## config.mk

```make
export PLATFORM = sky130hd
export DESIGN_NAME = window_scheduler_flat
export DESIGN_NICKNAME = d
export VERILOG_FILES = /design/src/rtl/dehaze_pkg.sv /design/src/rtl/window_scheduler_if.sv /design/src/rtl/window_scheduler_pos_counter.sv /design/src/rtl/window_scheduler.sv /design/src/flat_wrapper.sv
export SDC_FILE = /design/constraint.sdc
export NUM_CORES = 1
export LEC_CHECK = 0
export ABC_CLOCK_PERIOD_IN_PS = 3300
export BUFFER_PORTS_ARGS = -buffer_cell sky130_fd_sc_hd__clkbuf_2
export CAP_MARGIN = 20
export CORE_MARGIN = 10
export CORE_UTILIZATION = 64
export CTS_BUF_LIST = sky130_fd_sc_hd__clkbuf_8
export CTS_CLUSTER_SIZE = 10
export DETAILED_ROUTE_END_ITERATION = 10
export PLACE_DENSITY = 0.92
export SETUP_SLACK_MARGIN = 0.5
export SYNTH_ARGS = -nofsm -noshare
export SYNTH_HDL_FRONTEND = slang
export SYNTH_SLANG_ARGS = --single-unit
```

## constraint.sdc

```tcl
create_clock -name gen_clk -period 3.3 [get_ports gen_clk]
set_input_delay 0 -clock gen_clk [delete_from_list [all_inputs] [get_ports gen_clk]]
set_output_delay 0 -clock gen_clk [all_outputs]
set_load 0.05 [all_outputs]
```

## src/rtl/dehaze_pkg.sv

```systemverilog
// Shared types and geometry defaults for the dehaze window scheduling path.
package dehaze_pkg;

  localparam int IMG_W_DEF = 100;
  localparam int IMG_H_DEF = 100;

  // Bit width needed to hold 0..limit-1, never less than one bit.
  function automatic int cnt_w(input int limit);
    return (limit > 1) ? $clog2(limit) : 1;
  endfunction

  localparam int POS_W = cnt_w(IMG_W_DEF);

  typedef enum logic [2:0] {
    ST_IDLE,
    ST_CLEAR,
    ST_PREFILL,
    ST_STREAM,
    ST_DONE
  } sched_state_t;

endpackage

```

## src/rtl/window_scheduler_if.sv

```systemverilog
// Control/status bundle between the window scheduler and its frame controller.
interface window_scheduler_if;
  import dehaze_pkg::*;

  logic             start;
  logic             abort;
  logic             buf_rdy;
  logic             out_ready;
  logic             buf_rst;
  logic             buf_rd;
  logic             win_valid;
  logic [POS_W-1:0] win_row;
  logic [POS_W-1:0] win_col;
  logic             sof;
  logic             eol;
  logic             frame_done;
  logic             busy;
  logic             err_tmo;

  modport master (
    output start, abort, buf_rdy, out_ready,
    input  buf_rst, buf_rd, win_valid, win_row, win_col,
           sof, eol, frame_done, busy, err_tmo
  );

  modport slave (
    input  start, abort, buf_rdy, out_ready,
    output buf_rst, buf_rd, win_valid, win_row, win_col,
           sof, eol, frame_done, busy, err_tmo
  );

endinterface

```

## src/rtl/window_scheduler_pos_counter.sv

```systemverilog
// Raster row/column position counter: advances on en, wraps at the frame edges.
module pos_counter
  import dehaze_pkg::*;
#(
  parameter int IMG_W = IMG_W_DEF,
  parameter int IMG_H = IMG_H_DEF,
  localparam int COL_W = cnt_w(IMG_W),
  localparam int ROW_W = cnt_w(IMG_H)
) (
  input  logic             gen_clk,
  input  logic             rst_n,
  input  logic             clr,
  input  logic             en,
  output logic [ROW_W-1:0] row,
  output logic [COL_W-1:0] col,
  output logic             last_col,
  output logic             last_row
);

  assign last_col = (col == COL_W'(IMG_W - 1));
  assign last_row = (row == ROW_W'(IMG_H - 1));

  always_ff @(posedge gen_clk or negedge rst_n) begin
    if (!rst_n) begin
      row <= '0;
      col <= '0;
    end else if (clr) begin
      row <= '0;
      col <= '0;
    end else if (en) begin
      if (last_col) begin
        col <= '0;
        row <= last_row ? '0 : row + 1'b1;
      end else begin
        col <= col + 1'b1;
      end
    end
  end

endmodule

```

## src/rtl/window_scheduler.sv

```systemverilog
// Frame sequencer for a 3x3 line-buffer window source: clear, prefill, then
// stream one window per downstream-ready cycle in raster order.
module window_scheduler
  import dehaze_pkg::*;
#(
  parameter int IMG_W       = IMG_W_DEF,
  parameter int IMG_H       = IMG_H_DEF,
  parameter int PREFILL_TMO = 1023
) (
  input  logic              gen_clk,
  input  logic              rst_n,
  window_scheduler_if.slave bus
);

  localparam int COL_W = cnt_w(IMG_W);
  localparam int ROW_W = cnt_w(IMG_H);
  localparam int TMO_W = cnt_w(PREFILL_TMO);

  sched_state_t     state;
  logic [TMO_W-1:0] tmo_cnt;
  logic             clr_cnt;
  logic [ROW_W-1:0] row;
  logic [COL_W-1:0] col;
  logic             last_col;
  logic             last_row;
  logic             rd;
  logic             pos_clr;
  logic             frame_end;

  // The strobe follows out_ready directly so a stalled consumer never loses a window.
  assign rd         = (state == ST_STREAM) & bus.out_ready;
  assign bus.buf_rd = rd;
  assign frame_end  = rd & last_col & last_row;
  assign pos_clr    = (state == ST_PREFILL) & bus.buf_rdy;

  pos_counter #(
    .IMG_W (IMG_W),
    .IMG_H (IMG_H)
  ) u_pos (
    .gen_clk  (gen_clk),
    .rst_n    (rst_n),
    .clr      (pos_clr),
    .en       (rd),
    .row      (row),
    .col      (col),
    .last_col (last_col),
    .last_row (last_row)
  );

  always_ff @(posedge gen_clk or negedge rst_n) begin
    if (!rst_n) begin
      state          <= ST_IDLE;
      tmo_cnt        <= '0;
      clr_cnt        <= 1'b0;
      bus.buf_rst    <= 1'b0;
      bus.busy       <= 1'b0;
      bus.frame_done <= 1'b0;
      bus.err_tmo    <= 1'b0;
    end else begin
      bus.frame_done <= 1'b0;
      if (bus.abort && state != ST_IDLE) begin
        state       <= ST_IDLE;
        bus.busy    <= 1'b0;
        bus.buf_rst <= 1'b0;
      end else begin
        case (state)
          ST_IDLE: begin
            if (bus.start) begin
              state       <= ST_CLEAR;
              bus.busy    <= 1'b1;
              bus.buf_rst <= 1'b1;
              clr_cnt     <= 1'b0;
              bus.err_tmo <= 1'b0;
            end
          end
          ST_CLEAR: begin
            if (clr_cnt) begin
              state       <= ST_PREFILL;
              bus.buf_rst <= 1'b0;
              tmo_cnt     <= '0;
            end else begin
              clr_cnt <= 1'b1;
            end
          end
          ST_PREFILL: begin
            if (bus.buf_rdy) begin
              state <= ST_STREAM;
            end else if (tmo_cnt == TMO_W'(PREFILL_TMO - 1)) begin
              state       <= ST_IDLE;
              bus.busy    <= 1'b0;
              bus.err_tmo <= 1'b1;
            end else begin
              tmo_cnt <= tmo_cnt + 1'b1;
            end
          end
          ST_STREAM: begin
            if (frame_end) state <= ST_DONE;
          end
          ST_DONE: begin
            state          <= ST_IDLE;
            bus.busy       <= 1'b0;
            bus.frame_done <= 1'b1;
          end
          default: begin
            state       <= ST_IDLE;
            bus.busy    <= 1'b0;
            bus.buf_rst <= 1'b0;
          end
        endcase
      end
    end
  end

  // Window outputs: registered one cycle behind the strobe that produced them.
  always_ff @(posedge gen_clk or negedge rst_n) begin
    if (!rst_n) begin
      bus.win_valid <= 1'b0;
      bus.win_row   <= '0;
      bus.win_col   <= '0;
      bus.sof       <= 1'b0;
      bus.eol       <= 1'b0;
    end else begin
      bus.win_valid <= rd;
      bus.sof       <= rd & (row == '0) & (col == '0);
      bus.eol       <= rd & last_col;
      if (rd) begin
        bus.win_row <= POS_W'(row);
        bus.win_col <= POS_W'(col);
      end
    end
  end

endmodule

```

## src/flat_wrapper.sv

```systemverilog
// flat-port wrapper written by rule: the top's interface ports become plain ports
module window_scheduler_flat import dehaze_pkg::*;
#(
  parameter int IMG_W       = IMG_W_DEF,
  parameter int IMG_H       = IMG_H_DEF,
  parameter int PREFILL_TMO = 1023
)
  (gen_clk, rst_n, bus_start, bus_abort, bus_buf_rdy, bus_out_ready, bus_buf_rst, bus_buf_rd, bus_win_valid, bus_win_row, bus_win_col, bus_sof, bus_eol, bus_frame_done, bus_busy, bus_err_tmo);
  window_scheduler_if bus_i ();
  input  logic gen_clk;
  input  logic rst_n;
  input wire logic [$bits(bus_i.start)-1:0] bus_start;
  input wire logic [$bits(bus_i.abort)-1:0] bus_abort;
  input wire logic [$bits(bus_i.buf_rdy)-1:0] bus_buf_rdy;
  input wire logic [$bits(bus_i.out_ready)-1:0] bus_out_ready;
  output wire logic [$bits(bus_i.buf_rst)-1:0] bus_buf_rst;
  output wire logic [$bits(bus_i.buf_rd)-1:0] bus_buf_rd;
  output wire logic [$bits(bus_i.win_valid)-1:0] bus_win_valid;
  output wire logic [$bits(bus_i.win_row)-1:0] bus_win_row;
  output wire logic [$bits(bus_i.win_col)-1:0] bus_win_col;
  output wire logic [$bits(bus_i.sof)-1:0] bus_sof;
  output wire logic [$bits(bus_i.eol)-1:0] bus_eol;
  output wire logic [$bits(bus_i.frame_done)-1:0] bus_frame_done;
  output wire logic [$bits(bus_i.busy)-1:0] bus_busy;
  output wire logic [$bits(bus_i.err_tmo)-1:0] bus_err_tmo;
  assign bus_i.start = bus_start;
  assign bus_i.abort = bus_abort;
  assign bus_i.buf_rdy = bus_buf_rdy;
  assign bus_i.out_ready = bus_out_ready;
  assign bus_buf_rst = bus_i.buf_rst;
  assign bus_buf_rd = bus_i.buf_rd;
  assign bus_win_valid = bus_i.win_valid;
  assign bus_win_row = bus_i.win_row;
  assign bus_win_col = bus_i.win_col;
  assign bus_sof = bus_i.sof;
  assign bus_eol = bus_i.eol;
  assign bus_frame_done = bus_i.frame_done;
  assign bus_busy = bus_i.busy;
  assign bus_err_tmo = bus_i.err_tmo;
  window_scheduler #(.IMG_W(IMG_W), .IMG_H(IMG_H), .PREFILL_TMO(PREFILL_TMO)) u_core (.gen_clk(gen_clk), .rst_n(rst_n), .bus(bus_i));
endmodule
```

==> results.yml, run 1 <==
run:
  maxCapViolations: 0
floorplanning:
  dieArea_um2: 6550
  coreArea_um2: 3630
  start_util: 0.655
  die_y_um: 81.0
  fp-row-count: 22
  die_w_um: 81.0
  boundaryPins: 28
pwr:
  p_sw_frac: 0.412
  vdd_drop_max_v: 0.000480
  pwr-share-seq: 0.484
  internal-power_w: 0.00104
  clockPowerShare: 0.186
  p_leak_nw: 1.26
  switchingPower_w: 0.000730
  comb_power_share: 0.331
  power_density_nw_per_um2: 666
grt:
  grt-ovfl-total: 0
  antenna_found_initial: 0
  grt_pass1_vias: 1921
  grt_max_degree: 33
  grt_pass1_wl_mm: 8.86
  grt.total_usage: 0.165
cts:
  path_clk_slew_ps: 80
  cts_tree: "built"
  cts_setup_buffers: 0
  cts_buffers: 5
  cts_resized: 0
  clk_latency_ps: 300
  htreeDepth: 2
  root_buffer: "clkbuf_8"
  clock_path_buffers: 2
  clock_sinks: 49
timing:
  maxSlewHeadroom: 0.428
  setup_tns_ps: 0
  rsz0062_at_grt: "false"
  fin_crit_sh: 0.753
  fmax_mhz: 403
  finalHoldViolations: 0
  worst_pin_slew_ps: 857
  finClkSkew_ps: 13.1
  final_max_slew_viol_count: 0
  setup_viol: 0
  fin_crit_ps: 2480
placed_design:
  dp_hpwl_mm: 3.72
  io_buffers: 27
  gp_congestion: 0.897
detailed_routing:
  vias: 2025
  firstDrtPassIters: 4
  first_iter_violations: 169
  drt_wl_total_mm: 5.09
  wire_per_inst_um: 15.0
  vias_per_cell: 5.99
  drtAntennaViolNets: 0
  drc: 0
synth:
  async_reset_ff_frac: 1.00
  synth.top_cell.area_share: 0.516
  synth.avg_cell_area_um2: 9.15
  yosysWarnings: 0
  syn_area_um2: 2380
  synthDistinctLibCells: 40
  yosysTopAreaCell: "dfrtp_1"
  synthFlopType: "dfrtp_1"
  yosysSeqAreaShare: 0.516
  syn_nets: 272
  netlist_instances: 260
  synth-seq-cells: 49
  synth_area_leaders: "dfrtp_1 52%, nand2_1 7.7%, o21ai_0 4.0%"
  synth_edf_count: 0
layout:
  utilization: 0.732
  fin_nets: 301
  area_growth_pct: 11.8
  n_antenna_cell: 0
  drive_gt1_frac: 0.138
  layout_common_cells: "49 x nand2_1, 49 x dfrtp_1, 27 x clkbuf_2, 19 x inv_1, 19 x o21ai_0"
setup_path:
  slowest_delay_ps: 530
  cp.arrival_ps: 2670
  cp_top_family: "buffers and inverters"
  crit_path_top_delay_cell: "dfrtp_1"
  crit_path_end_kind: "register"
  start_kind: "register"
  path_class: "reg2reg"
  cp_max_fo: 26
  crit_chain: "nand4b_2 -> buf_4 -> clkinv_1 -> nand3_1 -> inv_1 -> and3_1 -> mux2_2"
  worst-path-buf-inv: 3
  required_ps: 3480
status:
  status: "completed"
min_path:
  worstHoldPathType: "in2reg"
==> sequential cells by signal (all words and copies together) (netlist names) <==
| name | count |
|---|---|
| u_core.clr_cnt | 1 |
| u_core.tmo_cnt | 10 |
| u_core.bus.win_valid | 1 |
| u_core.bus.frame_done | 1 |
| u_core.u_pos.col | 7 |
| u_core.bus.busy | 1 |
| u_core.bus.eol | 1 |
| u_core.bus.win_row | 7 |
| u_core.bus.win_col | 7 |
| u_core.state | 3 |
| u_core.u_pos.row | 7 |
| u_core.bus.err_tmo | 1 |
| u_core.bus.buf_rst | 1 |
| u_core.bus.sof | 1 |
==> final cells by class <==
cell class,instances,area [um2]
clock buffer,5,68.8
clock inverter,3,15.0
fill,285,975
inverter,18,67.6
multi-input combinational,183,1040
sequential,49,1230
tap,48,60.1
timing repair buffer,32,178
==> path summary, 6_finish.rpt <==
| check | start | endpoint | slack [ps] | cells past startpoint |
|---|---|---|---|---|
| worst max-delay path | u_core.state[2] | u_core.u_pos.row[0] | 820 | 7 |
| worst min-delay path | bus_start | u_core.clr_cnt | 40 | 4 |
| worst max register to register | u_core.state[2] | u_core.u_pos.row[0] | 820 | 7 |
| worst min register to register | u_core.bus.win_col[2] | u_core.bus.win_col[2] | 480 | 2 |
| max in group asynchronous | rst_n | u_core.bus.win_col[3] | 2260 | 3 |
| min in group asynchronous | rst_n | u_core.tmo_cnt[5] | 290 | 2 |
==> cells by family (layout without fill, tap and decap cells) <==
family | after synthesis | count (layout) | share of synthesized area
buffers and inverters | 28 | 58 | 0.0458
AOI/OAI and AO/OA | 63 | 63 | 0.165
xor gates and xnor gates | 2 | 2 | 0.00737
and+or+nand+nor | 111 | 111 | 0.230
muxes | 1 | 1 | 0.00473
DFF | 49 | 49 | 0.516
adders and majority gates | 6 | 6 | 0.0316
==> Yosys cell counts (2+ instances only) <==
master     number
inv_1          17
o22ai_1         5
clkbuf_1        7
o211ai_1        2
buf_2           3
or3_1           5
ha_1            6
nand2_1        49
nand3_1        11
nor3_1         11
xor2_1          2
o21ai_0        19
dfrtp_1        49
o31ai_1         2
nor4b_1         2
o221ai_1        2
o2111ai_1       4
and3_1          5
nor2_1         11
nand4_1         5
a31oi_1        10
a21oi_1        12
nand2b_1        4
==> per-layer routing <==
metal	track usage	vias up	part of all wire
met4	0.0554	0	0.014
met5	0	-	0
met1	0.209	990	0.45
met2	0.275	46	0.49
met3	0.0364	7	0.044
li1	-	982	-
==> tightest hold or removal path, stage by stage <==
cell and delay [ps]:
clkbuf_2 100, nand2b_1 80, o21ai_0 70, nand2_1 60
==> repair_timing <==
action	in CTS	in global routing
hold buffers	2	0
endpoints found under the hold margin	32	0
setup endpoints to repair	0	0
==> power groups by stage <==
| stage | Sequential, W | Combinational [W] | Clock [W] |
|---|---|---|---|
| floorplan | 0.000982 | 0.000311 | 0 |
| detailed placement | 0.000866 | 0.000588 | 0 |
| global placement | 0.000856 | 0.000574 | 0 |
| CTS | 0.000854 | 0.000592 | 0.000336 |
| finish | 0.000857 | 0.000586 | 0.000329 |
| global route | 0.000881 | 0.000647 | 0.000363 |
==> through the flow <==
step	worst slack [ps]	std cells	instance area (um2)	hold slack (ps)	power, W
after floorplan	1360	260	2380	-296	0.00129
after global placement	935	328	2550	104	0.00143
after detailed placement	854	328	2550	114	0.00145
after CTS	839	338	2660	52.9	0.00178
after global routing	583	338	2660	97.6	0.00189
final	817	338	2660	43.7	0.00177
Note: power is estimated with default switching activity, not from simulation.
==> inputs of run 2 (changes only) <==
--- a/config.mk
+++ b/config.mk
@@ -5,15 +5,15 @@
 export SDC_FILE = /design/constraint.sdc
 export NUM_CORES = 1
 export LEC_CHECK = 0
-export ABC_CLOCK_PERIOD_IN_PS = 3300
+export ABC_CLOCK_PERIOD_IN_PS = 2600
 export BUFFER_PORTS_ARGS = -buffer_cell sky130_fd_sc_hd__clkbuf_2
 export CAP_MARGIN = 20
 export CORE_MARGIN = 10
-export CORE_UTILIZATION = 64
+export CORE_UTILIZATION = 60
 export CTS_BUF_LIST = sky130_fd_sc_hd__clkbuf_8
 export CTS_CLUSTER_SIZE = 10
 export DETAILED_ROUTE_END_ITERATION = 10
-export PLACE_DENSITY = 0.92
+export PLACE_DENSITY = 0.88
 export SETUP_SLACK_MARGIN = 0.5
 export SYNTH_ARGS = -nofsm -noshare
 export SYNTH_HDL_FRONTEND = slang
==> constraint.sdc (replaced) <==
create_clock -name gen_clk -period 2.6 [get_ports gen_clk]
set_input_delay 0 -clock gen_clk [delete_from_list [all_inputs] [get_ports gen_clk]]
set_output_delay 0 -clock gen_clk [all_outputs]
set_load 0.05 [all_outputs]
==> run 2 against run 1 <==
Net effect:
- sequential power increased by 26%
- clock power is 69% higher
- die area up 5.0%
- sequential cell count unchanged
- wire length rose by 4.2%
- core utilization decreased by 0.15 points
- final area up 2.8%
- clock skew down 7.3 ps
- first-iteration DRC count increased by 3.0%
- critical path depth fell by 2
- setup slack lost 210 ps
- non-clock buffer count rose by 4
- critical path type unchanged
- critical endpoint is now u_core.tmo_cnt[9]
- largest power group unchanged
==> results.yml, run 2 (synthesis gave the netlist of run 1 again) <==
status:
  status: "completed"
floorplanning:
  die_y_um: 83.0
  fp-row-count: 22
  die_w_um: 83.0
  start_util: 0.635
  boundaryPins: 28
  coreArea_um2: 3740
  dieArea_um2: 6880
layout:
  regMostFlops: "u_core.tmo_cnt"
  largest_reg_flops: 10
  seq_area_um2: 1230
  fin_nets: 305
  area_growth_pct: 14.9
  n_antenna_cell: 0
  multi_input_area_um2: 1050
  fill_cells: 291
  layout_commonest_cell: "nand2_1"
  utilization: 0.730
  layout_common_cells: "49 x nand2_1, 46 x dfrtp_1, 27 x clkbuf_2, 19 x o21ai_0, 18 x inv_1"
  drive_gt1_frac: 0.170
  design_area_um2: 2730
timing:
  rsz0062_at_grt: "false"
  maxSlewHeadroom: 0.537
  fin_crit_sh: 0.768
  final_max_slew_viol_count: 0
  setup_tns_ps: 0
  fmax_mhz: 501
  finalHoldViolations: 0
  finClkSkew_ps: 5.82
  setup_viol: 0
  worst_pin_slew_ps: 695
  fin_crit_ps: 2000
pwr:
  vdd_drop_max_v: 0.000663
  p_total_w: 0.00243
  p_leak_nw: 1.29
  power_density_nw_per_um2: 890
placed_design:
  dp_hpwl_mm: 3.82
  placed_cell_area_um2: 2580
  io_buffers: 27
  gp_congestion: 0.850
setup_path:
  cp_max_fo: 11
  required_ps: 2770
  r2r_end: "u_core.tmo_cnt[9]"
  cp.arrival_ps: 2170
  start_kind: "register"
  r2r_slack_ps: 600
  cp-startpoint: "u_core.state[2]"
  path_class: "reg2reg"
  endpoint: "u_core.tmo_cnt[9]"
  r2r_start: "u_core.state[2]"
  worstRegToRegCells: 5
  crit_path_end_kind: "register"
grt:
  use_met2: 0.246
  grt_pass1_vias: 1954
  grt_pass1_wl_mm: 9.04
  grt_busiest_layer: "met2"
  antenna_found_initial: 0
  grt-ovfl-total: 0
  grt_max_degree: 29
  grt.total_usage: 0.153
  grtUsageMet3: 0.0420
  grt_use_met1: 0.192
detailed_routing:
  drt_wl_total_mm: 5.30
  vias: 2025
  firstDrtPassIters: 4
  wire_per_inst_um: 15.5
  drtAntennaViolNets: 0
  drc: 0
  first_iter_violations: 174
  vias_per_cell: 5.92
run:
  maxCapViolations: 0
cts:
  htreeDepth: 2
  path_clk_slew_ps: 90
  clock_sinks: 49
  clock_path_buffers: 2
  clk_latency_ps: 300
  cts_buffers: 5
  cts_tree: "built"
  root_buffer: "clkbuf_8"
min_path:
  worstHoldPathType: "in2reg"
-- run 2: worst min path at each step --
| stage | startpoint | endpoint | cells past startpoint |
|---|---|---|---|
| final | bus_start | u_core.clr_cnt | 4 |
| after global routing | bus_start | u_core.clr_cnt | 4 |
| after CTS | bus_start | u_core.clr_cnt | 4 |
| after detailed placement | rst_n | u_core.tmo_cnt[1] | 1 |
| after global placement | rst_n | u_core.tmo_cnt[5] | 1 |
| after floorplan | rst_n | u_core.bus.buf_rst | 0 |
-- run 2: where the power goes --
part | total [W] | switching, W | internal (W)
clock | 0.000555 | 0.000245 | 0.000310
combinational | 0.000798 | 0.000550 | 0.000248
sequential | 0.00108 | 0.000162 | 0.000919
total | 0.00243 | 0.000957 | 0.00148
-- run 2: timing repair --
action / in CTS / in global routing
setup buffers: 0 / 1
endpoints found under the hold margin: 28 / 0
endpoints found under the setup margin: 2 / 7
hold buffers: 2 / 0
resized for setup: 2 / 3
-- run 2: per-stage QoR --
stage | hold slack (ps) | cells | worst slack [ps]
after floorplan | -296 | 260 | 656
after global placement | 70.3 | 331 | 570
after detailed placement | 87.3 | 331 | 466
after CTS | 37.1 | 341 | 509
after global routing | 75.4 | 342 | 522
final | 37.6 | 342 | 602
-- run 2: critical path, stage by stage, from the launching register on --
cell,delay [ps]
dfrtp_2,480
or4b_4,570
or2_1,260
o22ai_2,210
buf_4,200
o221ai_1,140
-- run 2: final cells by class --
cell class | count | area share
flip-flops and latches | 49 | 0.450
inverters | 18 | 0.0247
multi-input cells | 183 | 0.385
clock buffers | 6 | 0.0302
repair buffers | 36 | 0.0760
well taps | 48 | 0.0220
clock inverters | 2 | 0.0124
-- run 2: routing by layer --
layer | share of wire | wire (um)
met3 | 0.074 | 390
met2 | 0.48 | 2570
met5 | 0 | 0
met1 | 0.43 | 2280
met4 | 0.012 | 65
